==> config.mk <==
export PLATFORM = sky130hd
export DESIGN_NAME = response_framer_flat
export DESIGN_NICKNAME = d
export VERILOG_FILES = /design/src/rtl/response_framer_if.sv /design/src/rtl/response_framer.sv /design/src/flat_wrapper.sv
export SDC_FILE = /design/constraint.sdc
export NUM_CORES = 1
export LEC_CHECK = 0
export ABC_AREA = 1
export CORE_MARGIN = 2
export CORE_UTILIZATION = 51
export CTS_CLUSTER_DIAMETER = 100
export DETAILED_ROUTE_END_ITERATION = 8
export PLACE_DENSITY = 0.92
export SYNTH_ARGS = -nofsm -noshare
export SYNTH_HDL_FRONTEND = slang
export SYNTH_SLANG_ARGS = --single-unit
==> constraint.sdc <==
create_clock -name clk -period 1.95 [get_ports clk]
set_input_delay 0.195 -clock clk [delete_from_list [all_inputs] [get_ports clk]]
set_output_delay 0.195 -clock clk [all_outputs]
set_load 0.1 [all_outputs]
==> src/rtl/response_framer_if.sv <==
// Request, payload and transmit handshake bundle for response_framer.
// The master modport is the framer side; slave is the host/peripheral/CDC side.
interface response_framer_if;
  logic       rsp_req;
  logic       rsp_ready;
  logic [2:0] rsp_periph;
  logic [4:0] rsp_opcode;
  logic [7:0] rsp_len;
  logic [7:0] pay_data;
  logic       pay_valid;
  logic       pay_ready;
  logic [7:0] tx_data;
  logic       tx_valid;
  logic       tx_ready;
  logic       busy;
  logic       frame_done;
  logic       len_error;

  modport master (
    input  rsp_req, rsp_periph, rsp_opcode, rsp_len, pay_data, pay_valid, tx_ready,
    output rsp_ready, pay_ready, tx_data, tx_valid, busy, frame_done, len_error
  );

  modport slave (
    output rsp_req, rsp_periph, rsp_opcode, rsp_len, pay_data, pay_valid, tx_ready,
    input  rsp_ready, pay_ready, tx_data, tx_valid, busy, frame_done, len_error
  );
endinterface

==> src/rtl/response_framer.sv <==
// Builds reply frames 5A, cmd, len, payload[, checksum] onto a valid/ready byte stream.
// Define RSP_CHECKSUM_EN to append the 8-bit additive checksum byte.
module response_framer #(
  parameter int MAX_PAYLOAD_LEN = 64
) (
  input logic              clk,
  input logic              rst_n,
  response_framer_if.master bus
);
  typedef enum logic [2:0] {S_IDLE, S_HDR, S_CMD, S_LEN, S_PAY, S_SUM, S_DONE} state_t;

`ifdef RSP_CHECKSUM_EN
  localparam state_t S_PAY_END = S_SUM;
`else
  localparam state_t S_PAY_END = S_DONE;
`endif

  state_t     r_state, w_next;
  logic [7:0] r_cmd, r_len, r_cnt, r_tx_data;
  logic       r_tx_valid, r_len_error;
`ifdef RSP_CHECKSUM_EN
  logic [7:0] r_sum;
`endif
  logic       w_loadable, w_load, w_accept, w_reject, w_pay_ready;
  logic [7:0] w_byte, w_cnt_nxt;

  // Output register may take a new byte when empty or being drained this cycle.
  assign w_loadable  = !r_tx_valid || bus.tx_ready;
  assign w_pay_ready = (r_state == S_PAY) && w_loadable;
  assign w_cnt_nxt   = r_cnt + 8'd1;
  assign w_reject    = bus.rsp_req && (r_state == S_IDLE) && (bus.rsp_len >  8'(MAX_PAYLOAD_LEN));
  assign w_accept    = bus.rsp_req && (r_state == S_IDLE) && (bus.rsp_len <= 8'(MAX_PAYLOAD_LEN));

  always_comb begin
    w_next = r_state;
    w_load = 1'b0;
    w_byte = r_tx_data;
    case (r_state)
      S_IDLE: if (w_accept) w_next = S_HDR;
      S_HDR: if (w_loadable) begin
        w_load = 1'b1;
        w_byte = 8'h5A;
        w_next = S_CMD;
      end
      S_CMD: if (w_loadable) begin
        w_load = 1'b1;
        w_byte = r_cmd;
        w_next = S_LEN;
      end
      S_LEN: if (w_loadable) begin
        w_load = 1'b1;
        w_byte = r_len;
        w_next = (r_len == 8'd0) ? S_PAY_END : S_PAY;
      end
      S_PAY: if (w_pay_ready && bus.pay_valid) begin
        w_load = 1'b1;
        w_byte = bus.pay_data;
        if (w_cnt_nxt == r_len) w_next = S_PAY_END;
      end
`ifdef RSP_CHECKSUM_EN
      S_SUM: if (w_loadable) begin
        w_load = 1'b1;
        w_byte = r_sum;
        w_next = S_DONE;
      end
`else
      S_SUM: w_next = S_DONE;
`endif
      // Last byte still sits in the output register until the sink takes it.
      S_DONE: if (r_tx_valid && bus.tx_ready) w_next = S_IDLE;
      default: w_next = S_IDLE;
    endcase
  end

  always_ff @(posedge clk or negedge rst_n) begin
    if (!rst_n) begin
      r_state     <= S_IDLE;
      r_cmd       <= 8'h00;
      r_len       <= 8'h00;
      r_cnt       <= 8'h00;
      r_tx_data   <= 8'h00;
      r_tx_valid  <= 1'b0;
      r_len_error <= 1'b0;
`ifdef RSP_CHECKSUM_EN
      r_sum       <= 8'h00;
`endif
    end else begin
      r_state     <= w_next;
      r_len_error <= w_reject;
      if (w_accept) begin
        r_cmd <= {bus.rsp_periph, bus.rsp_opcode};
        r_len <= bus.rsp_len;
        r_cnt <= 8'h00;
`ifdef RSP_CHECKSUM_EN
        r_sum <= 8'h00;
`endif
      end
      if (w_load) begin
        r_tx_data  <= w_byte;
        r_tx_valid <= 1'b1;
`ifdef RSP_CHECKSUM_EN
        r_sum      <= r_sum + w_byte;
`endif
      end else if (bus.tx_ready) begin
        r_tx_valid <= 1'b0;
      end
      if (w_load && (r_state == S_PAY)) r_cnt <= w_cnt_nxt;
    end
  end

  assign bus.rsp_ready  = (r_state == S_IDLE);
  assign bus.busy       = (r_state != S_IDLE);
  assign bus.pay_ready  = w_pay_ready;
  assign bus.tx_data    = r_tx_data;
  assign bus.tx_valid   = r_tx_valid;
  assign bus.frame_done = (r_state == S_DONE) && r_tx_valid && bus.tx_ready;
  assign bus.len_error  = r_len_error;
endmodule

==> src/flat_wrapper.sv <==
// flat-port wrapper written by rule: the top's interface ports become plain ports
module response_framer_flat 
#(
  parameter int MAX_PAYLOAD_LEN = 64
)
  (clk, rst_n, bus_rsp_req, bus_rsp_periph, bus_rsp_opcode, bus_rsp_len, bus_pay_data, bus_pay_valid, bus_tx_ready, bus_rsp_ready, bus_pay_ready, bus_tx_data, bus_tx_valid, bus_busy, bus_frame_done, bus_len_error);
  response_framer_if bus_i ();
  input logic clk;
  input logic rst_n;
  input wire logic [$bits(bus_i.rsp_req)-1:0] bus_rsp_req;
  input wire logic [$bits(bus_i.rsp_periph)-1:0] bus_rsp_periph;
  input wire logic [$bits(bus_i.rsp_opcode)-1:0] bus_rsp_opcode;
  input wire logic [$bits(bus_i.rsp_len)-1:0] bus_rsp_len;
  input wire logic [$bits(bus_i.pay_data)-1:0] bus_pay_data;
  input wire logic [$bits(bus_i.pay_valid)-1:0] bus_pay_valid;
  input wire logic [$bits(bus_i.tx_ready)-1:0] bus_tx_ready;
  output wire logic [$bits(bus_i.rsp_ready)-1:0] bus_rsp_ready;
  output wire logic [$bits(bus_i.pay_ready)-1:0] bus_pay_ready;
  output wire logic [$bits(bus_i.tx_data)-1:0] bus_tx_data;
  output wire logic [$bits(bus_i.tx_valid)-1:0] bus_tx_valid;
  output wire logic [$bits(bus_i.busy)-1:0] bus_busy;
  output wire logic [$bits(bus_i.frame_done)-1:0] bus_frame_done;
  output wire logic [$bits(bus_i.len_error)-1:0] bus_len_error;
  assign bus_i.rsp_req = bus_rsp_req;
  assign bus_i.rsp_periph = bus_rsp_periph;
  assign bus_i.rsp_opcode = bus_rsp_opcode;
  assign bus_i.rsp_len = bus_rsp_len;
  assign bus_i.pay_data = bus_pay_data;
  assign bus_i.pay_valid = bus_pay_valid;
  assign bus_i.tx_ready = bus_tx_ready;
  assign bus_rsp_ready = bus_i.rsp_ready;
  assign bus_pay_ready = bus_i.pay_ready;
  assign bus_tx_data = bus_i.tx_data;
  assign bus_tx_valid = bus_i.tx_valid;
  assign bus_busy = bus_i.busy;
  assign bus_frame_done = bus_i.frame_done;
  assign bus_len_error = bus_i.len_error;
  response_framer #(.MAX_PAYLOAD_LEN(MAX_PAYLOAD_LEN)) u_core (.clk(clk), .rst_n(rst_n), .bus(bus_i));
endmodule
======== Word-level counts from Yosys, hierarchy flattened ========
Cells that the tools add are included.
Widths: inputs -> output; s select.
word-level totals
  bits in registers ....................... 37
  memories ................................ 0
  latch bits .............................. 0
  ROM bits ................................ 0
  bits in writable memories ............... 0
  word-level logic and storage cells ...... 65
  input port bits ......................... 29
cells by class
  eq/ne operators ......................... 14
  multiply operators ...................... 0
  bitwise operators ....................... 0
  reduce and logical (&&, ||, !) cells .... 20
  div/mod/pow operators ................... 0
  add/sub/neg operators ................... 1
  magnitude comparators ................... 2
  mux-type cells .......................... 21
  shifts and indexed selects .............. 0
operator list
  operator             number
  $mux 8               6
  $pmux 8 s4           1
  $mux 3               7
  $pmux 3 s7           1
  $ne 2x1->1 const B   5
  $eq 3x3->1 const B   3
  $logic_and 1x1->1    9
  $add 8x1->8 const B  1
  $eq 8x8->1           1
  $gt 8x7->1 const B   1
  $le 8x7->1 const B   1
  $logic_not 8->1      1
  $reduce_and 7->1     1
  $eq 3x2->1 const B   2
  $reduce_and 6->1     1
  $mux 1               4
  $ne 2x2->1 const B   2
  $reduce_bool 2->1    2
  $reduce_bool 4->1    1
  $eq 3x1->1 const B   1
  $logic_not 3->1      1
  $reduce_bool 3->1    1
  $reduce_or 3->1      1
  $mux 2               1
  3 further kinds      3

======== Depth between registers and ports, before layout ========
Gate-level depths: netlist (run 1).
  word-level depth ........................ 8
  gate-level depth with buffers ........... 13
  gate-level depth less buffers ........... 13

======== Worst setup path after synthesis (run 1) ========
No wires, ideal clock.
  path type ............................... reg2out
  from .................................... reg u_core.r_tx_valid (netlist: u_core.bus.tx_valid)
  to ...................................... out bus_pay_ready
  cell stages (with the launch flop) ...... 4
  arrival ................................. 2,339 ps
  path slack .............................. -584 ps
  data required time ...................... 1,755 ps
  cell sequence ........................... dfrtp_1 -> inv_1 -> nor2_1 -> nor2_1
between the ends
  longest elaborated chain between the ends .. 3
ends and longest elaborated chain
  what                    line                    RTL
  start, declared         response_framer.sv:20   logic r_tx_valid, r_len_error;
  start signal, assigned  response_framer.sv:82   r_tx_valid <= 1'b0;
  start signal, assigned  response_framer.sv:100  r_tx_valid <= 1'b1;
  start signal, assigned  response_framer.sv:105  r_tx_valid <= 1'b0;
  $logic_not 1->1         response_framer.sv:28   assign w_loadable = !r_tx_valid || bus.tx_ready;
  $logic_or 1x1->1        response_framer.sv:28
  $logic_and 1x1->1       response_framer.sv:29   assign w_pay_ready = (r_state == S_PAY) && w_loadable;
  end, declared           flat_wrapper.sv:18      output wire logic [$bits(bus_i.pay_ready)-1:0] bus_pay_ready;
Every way passes these cells.

======== Worst setup path in the final report (run 1) ========
  from .................................... reg u_core.r_state[0]
  to ...................................... reg u_core.r_tx_data[5] (netlist: u_core.bus.tx_data[5])
between the ends
  longest elaborated chain between the ends .. 6
  elaborated cells between the ends (all ways) .. 16
ends and longest elaborated chain
  what                               line                                          RTL
  start, declared                    response_framer.sv:18                         state_t r_state, w_next;
  start signal, assigned             response_framer.sv:88                         r_state <= w_next;
  $eq 3x3->1                         response_framer.sv:29, response_framer.sv:38
  $logic_and 1x1->1                  response_framer.sv:29
  $logic_and 1x1->1                  response_framer.sv:55                         S_PAY: if (w_pay_ready && bus.pay_valid) begin
  $mux 1                             response_framer.sv:55
  $pmux 1 s2                         response_framer.sv:38                         case (r_state)
  $reduce_and 6->1 (no source line)  n/a
  end signal, assigned               response_framer.sv:99                         r_tx_data <= w_byte;
  end, declared                      response_framer.sv:19                         logic [7:0] r_cmd, r_len, r_cnt, r_tx_data;
Parallel ways exist; a longest one is shown, timed or not.
A chain may end at the register's enable or synchronous reset.

==> results.toml, run 1 <==
[cts]
cts_tree = "built"
h-tree-depth = 2
cts.sinks = 37
clkLatencyLatePin_ps = 300
clk_pin_slew_ps = 80
cts_root_buffer = "clkbuf_8"
cts_buffers = 5
cts_hold_buf = 0
clk_path_buf_depth = 2

[final_layout]
syn_to_final_growth_pct = 32.53
final_cell_mix = "nand2_1 (83), dfrtp_1 (35), inv_1 (29), clkdlybuf4s50_1 (28)"
fillers = 300
drive_gt1_share_pct = 13.44
final_common_cell = "nand2_1"
num_antenna_cells = 0
nets = 349

[timing]
finalCriticalPeriod_ps = 1845
fin_tns_setup_ps = 0
timing.fmax_ghz = 0.5421
drv_slew = 0
post-route-period-util_pct = 94.59
slew_headroom_pct = 62.20
rsz0062_at_grt = "no"
finClkSkew_ps = 13.23
tightest_slew_ps = 567.1
whs_ps = 308.3
finalHoldViolations = 0
setup_viol_count_final = 0

[synth]
synth_area_leader_cell = "dfrtp_1"
yosysSeqAreaShare_pct = 45.93
synth_top_area_share_pct = 45.93
syn_area_sq_um = 2016
synthArstFlopShare_pct = 100.0
syn_nets = 299
synth_edf_count = 0
synthFlopType = "dfrtp_1"
ys_warn_count = 0
synthDistinctLibCells = 33
syn_inst = 269
synthTopCellsByArea = "dfrtp_1 (46%), nand2_1 (16%), nand3_1 (6.7%), nor2_1 (5.8%), inv_1 (5.6%)"
yosys_register_bits = 37
avgSynthCellArea_sq_um = 7.493

[drt]
post_drt_wl_per_cell_um = 14.10
vias_per_cell = 5.410
ant_nets = 0
dr_total_vias = 1991
wirelength_um = 5190
drc = 0
drt-initial-drc-count = 209
firstDrtPassIters = 4

[power]
switchingPower_w = 0.002434
swShare_pct = 50.88
seqPwrFrac_pct = 30.2
combPwrFrac_pct = 54.9
power_density_nw_per_um2 = 1791
p_leak_nw = 1.254
p_int_w = 0.002350
p_clk_share_pct = 14.9
ir_drop_mv = 0.6508

[setup_path]
arrival_ps = 2030
rrSetupSlack_ps = 110
cp_max_fo = 15
ff2ff_path_depth = 8
worst-setup-path-type = "flip-flop to flip-flop"
r2r-start = "u_core.r_state[0]"
critical_path.startpoint_type = "flip-flop"
worstSetupEndpointType = "flip-flop"
worst_r2r_endpoint = "u_core.bus.tx_data[5]"
worstPathRequired_ps = 2140

[global_routing]
grt_pass1_vias = 1930
grt_max_degree = 38
grt_pass1_wl_um = 8452
grt_remaining_overflow = 0
antenna_found_initial = 0
grt.total_usage_pct = 25.85

[floorplanning]
die_x_um = 66.87
die_height_um = 66.87
placementRows = 22
initial_core_util_pct = 53.84
core_area_sq_um = 3744
ioPinCount = 43
die_area_sq_um = 4471

[place]
io_buffers = 42
gp_congestion = 0.8983
hpwl_um = 3780

[hold_path]
hold_class = "input pin to async pin"

[job]
cap_viol_max_count = 0

[run_status]
outcome = "completed"
## worst max-delay path, cell delays in order, from the launching register on
cell     delay, ps
dfrtp_1        480
nor2_4         210
nand2_2        150
nor3b_4        310
inv_4          100
o31ai_4        160
inv_1          170
nand2_1        110
nand2_1         50
## layer usage
metal | routed length, um | GRT usage [%] | vias up
li1 | - | - | 974
met1 | 2218 | 33.33 | 916
met2 | 2505 | 41.50 | 89
met3 | 364 | 6.588 | 12
met4 | 101 | 10.20 | 0
met5 | 0 | 0 | -
## flip-flops by register name (all words and copies together) (netlist names)
register	flops
u_core.r_cmd	8
u_core.bus.tx_data	8
u_core.bus.len_error	1
u_core.bus.tx_valid	1
u_core.r_len	8
u_core.r_state	3
u_core.r_cnt	8
## layout make-up
class                      count  area [sq um]  share of cell area, %
multi-input combinational    195         955.9                  35.78
inverter                      32         126.4                  4.731
timing repair buffer          48         480.5                  17.99
sequential                    37         928.4                  34.75
clock inverter                 2         37.54                  1.405
tap                           48         60.06                  2.248
clock buffer                   6         82.58                  3.091
## per-stage QoR
stage	cells	utilization, %	setup WS [ps]	power [W]	instance area, sq um
6_report	368	71.36	105.4	0.004784	2671
5_1_grt	368	71.36	3.664	0.005093	2671
4_1_cts	368	70.99	64.03	0.004741	2658
3_5_place_dp	360	67.78	93.64	0.004030	2537
2_1_floorplan	269	-	32.96	0.003358	2033
3_3_place_gp	360	67.78	149.9	0.003962	2537
## kinds of logic (layout without fill, tap and decap cells)
family                     count (synthesis)  in the layout  synth area share [%]
buffers and inverters                     37             88                 7.883
adders and majority gates                  1              1                0.6206
DFF                                       37             37                 45.93
AOI/OAI and AO/OA                         38             38                 12.23
xor gates and xnor gates                   2              2                0.8692
and+or+nand+nor                          154            154                 32.46
## cell usage after synthesis (2+ instances only)
cell and instances:
a21oi_1 4, a221oi_1 2, a22o_1 2, a31oi_1 4
a41oi_1 2, buf_2 2, dfrtp_1 37, inv_1 30
nand2_1 85, nand3_1 27, nand4_1 2, nor2_1 31
nor3_1 2, nor4_1 2, o21ai_0 17, o22ai_1 3
## power by group through the flow
| stage | registers, W | clock network, W | logic [W] |
|---|---|---|---|
| global route | 0.00148 | 0.000743 | 0.00287 |
| CTS | 0.00143 | 0.000711 | 0.00260 |
| detailed placement | 0.00144 | 0 | 0.00259 |
| finish | 0.00144 | 0.000712 | 0.00263 |
| global placement | 0.00144 | 0 | 0.00252 |
| floorplan | 0.00194 | 0 | 0.00142 |
## what timing repair did
item                                    CTS  global route
endpoints found under the setup margin    0             5
buffers inserted                          0             0
gates resized for setup                   0             5
## worst max-delay path by stage
stage | from | slack [ps] | end | cells past startpoint
after floorplan | u_core.r_state[0] | 30 | u_core.r_cmd[2] | 8
after global placement | bus_tx_ready | 150 | u_core.r_cnt[7] | 6
after detailed placement | u_core.r_cnt[0] | 90 | u_core.r_state[2] | 12
after CTS | u_core.r_cnt[0] | 60 | u_core.r_state[2] | 12
after global routing | u_core.r_state[0] | 4 | u_core.bus.tx_data[5] | 8
final | u_core.r_state[0] | 110 | u_core.bus.tx_data[5] | 8
No activity file was read; power rests on OpenSTA's default activity.
==> run 2, diff against run 1 <==
--- a/config.mk
+++ b/config.mk
@@ -11,6 +11,7 @@
 export CTS_CLUSTER_DIAMETER = 100
 export DETAILED_ROUTE_END_ITERATION = 8
 export PLACE_DENSITY = 0.92
+export SETUP_SLACK_MARGIN = 0.02
 export SYNTH_ARGS = -nofsm -noshare
 export SYNTH_HDL_FRONTEND = slang
 export SYNTH_SLANG_ARGS = --single-unit
==> results.toml, run 2 (synthesis results as in run 1) <==
[final_layout]
syn_to_final_growth_pct = 33.08
num_antenna_cells = 0
final_common_cell = "nand2_1"
drive_gt1_share_pct = 14.37
nets = 349
register_area_sq_um = 929.6
final_cell_mix = "nand2_1 (82), dfrtp_1 (34), inv_1 (29), clkdlybuf4s50_1 (28)"
multi_input_area_sq_um = 965.9
fin_area_sq_um = 2683
fillers = 298

[cts]
cts_tree = "built"
clkLatencyLatePin_ps = 300
clk_pin_slew_ps = 80
h-tree-depth = 2
cts_buffers = 5
cts.sinks = 37
cts_root_buffer = "clkbuf_8"
postCtsSetupBuffers = 0
clk_path_buf_depth = 2

[place]
io_buffers = 42
place_area_sq_um = 2537
pre_cts_slack_ps = 93.64
hpwl_um = 3780
gp_congestion = 0.8983

[global_routing]
grt_remaining_overflow = 0
grt_pass1_vias = 1930
grt.total_usage_pct = 25.85
grt_max_degree = 38
antenna_found_initial = 0
grt_pass1_wl_um = 8452

[setup_path]
worstSetupEndpointType = "flip-flop"
cp_max_fo = 15
worstPathRequired_ps = 2140
r2r-start = "u_core.r_state[0]"
arrival_ps = 2010
cp-startpoint = "u_core.r_state[0]"
critical_path.startpoint_type = "flip-flop"
worst-setup-path-type = "flip-flop to flip-flop"

[timing]
timing.fmax_ghz = 0.5504
post-route-period-util_pct = 93.17
drv_slew = 0
setup_viol_count_final = 0
finClkSkew_ps = 12.02
finalCriticalPeriod_ps = 1817
slew_headroom_pct = 62.34
finalHoldViolations = 0
tightest_slew_ps = 565.0
rsz0062_at_grt = "no"
fin_ws_ps = 133.2
fin_tns_setup_ps = 0

[power]
power_density_nw_per_um2 = 1792
ir_drop_mv = 0.6540
p_leak_nw = 1.252
p_total_w = 0.004807

[drt]
drt-initial-drc-count = 216
dr_total_vias = 2026
post_drt_wl_per_cell_um = 14.07
ant_nets = 0
wirelength_um = 5178
drc = 0
firstDrtPassIters = 5
vias_per_cell = 5.505

[floorplanning]
core_area_sq_um = 3744
placementRows = 22
initial_core_util_pct = 53.84
die_area_sq_um = 4471
die_height_um = 66.87
die_x_um = 66.87
ioPinCount = 43

[hold_path]
hold_class = "input pin to async pin"

[job]
cap_viol_max_count = 0

[run_status]
outcome = "completed"
-- run 2: cell counts in the layout (fill, tap and decap cells not counted) --
Identical to the previous run, type by type.
-- run 2: metrics by stage --
step                      hold WS, ps  util (%)  std cells
after global placement          460.6     67.78        360
after global routing            352.4     71.66        368
final                           309.0     71.66        368
after CTS                       321.3     70.99        368
after detailed placement        465.6     67.78        360
after floorplan                -100.6         -        269
-- run 2: report_power, final --
group          internal [W]  switching, W
Clock              0.000416      0.000297
Combinational      0.000815       0.00183
Sequential          0.00113      0.000319
-- run 2: worst max-delay path, stage by stage, from the launching register on --
cell and delay [ps]:
dfrtp_2 470, nor2_4 180, nand2_2 140, nor3b_4 320, inv_4 100, o31ai_4 160, inv_1 170, nand2_1 110
nand2_1 50
-- run 2: worst paths after layout --
path                       cells past startpoint  slack (ps)               endpoint
min in group clk                               3         430        u_core.r_cmd[1]
min                                            2         310        u_core.r_len[5]
max in group asynchronous                      2        1280      u_core.r_state[0]
max                                            8         130  u_core.bus.tx_data[5]
max reg2reg                                    8         130  u_core.bus.tx_data[5]
min reg2reg                                    2         490        u_core.r_cmd[7]
-- run 2: timing repair --
item                                    4_1_cts  5_1_grt
endpoints found under the hold margin         0        0
hold buffers                                  0        0
resized for setup                             0        9
endpoints found under the setup margin        0        6
-- run 2: cell type report --
class                   instances  share of cell area [%]
multi-input cells             195                   36.01
repair buffers                 48                   17.91
clock buffers                   6                   3.078
clock inverters                 2                   1.399
flip-flops and latches         37                   34.65
well taps                      48                   2.239
inverters                      32                   4.711
-- run 2: routing by layer --
metal	track usage, %	part of all wire (%)	vias to the layer above
met5	0	0	-
met3	6.588	7.5	16
met1	33.33	41	936
met2	41.50	49	98
met4	10.20	2.4	0
li1	-	-	976
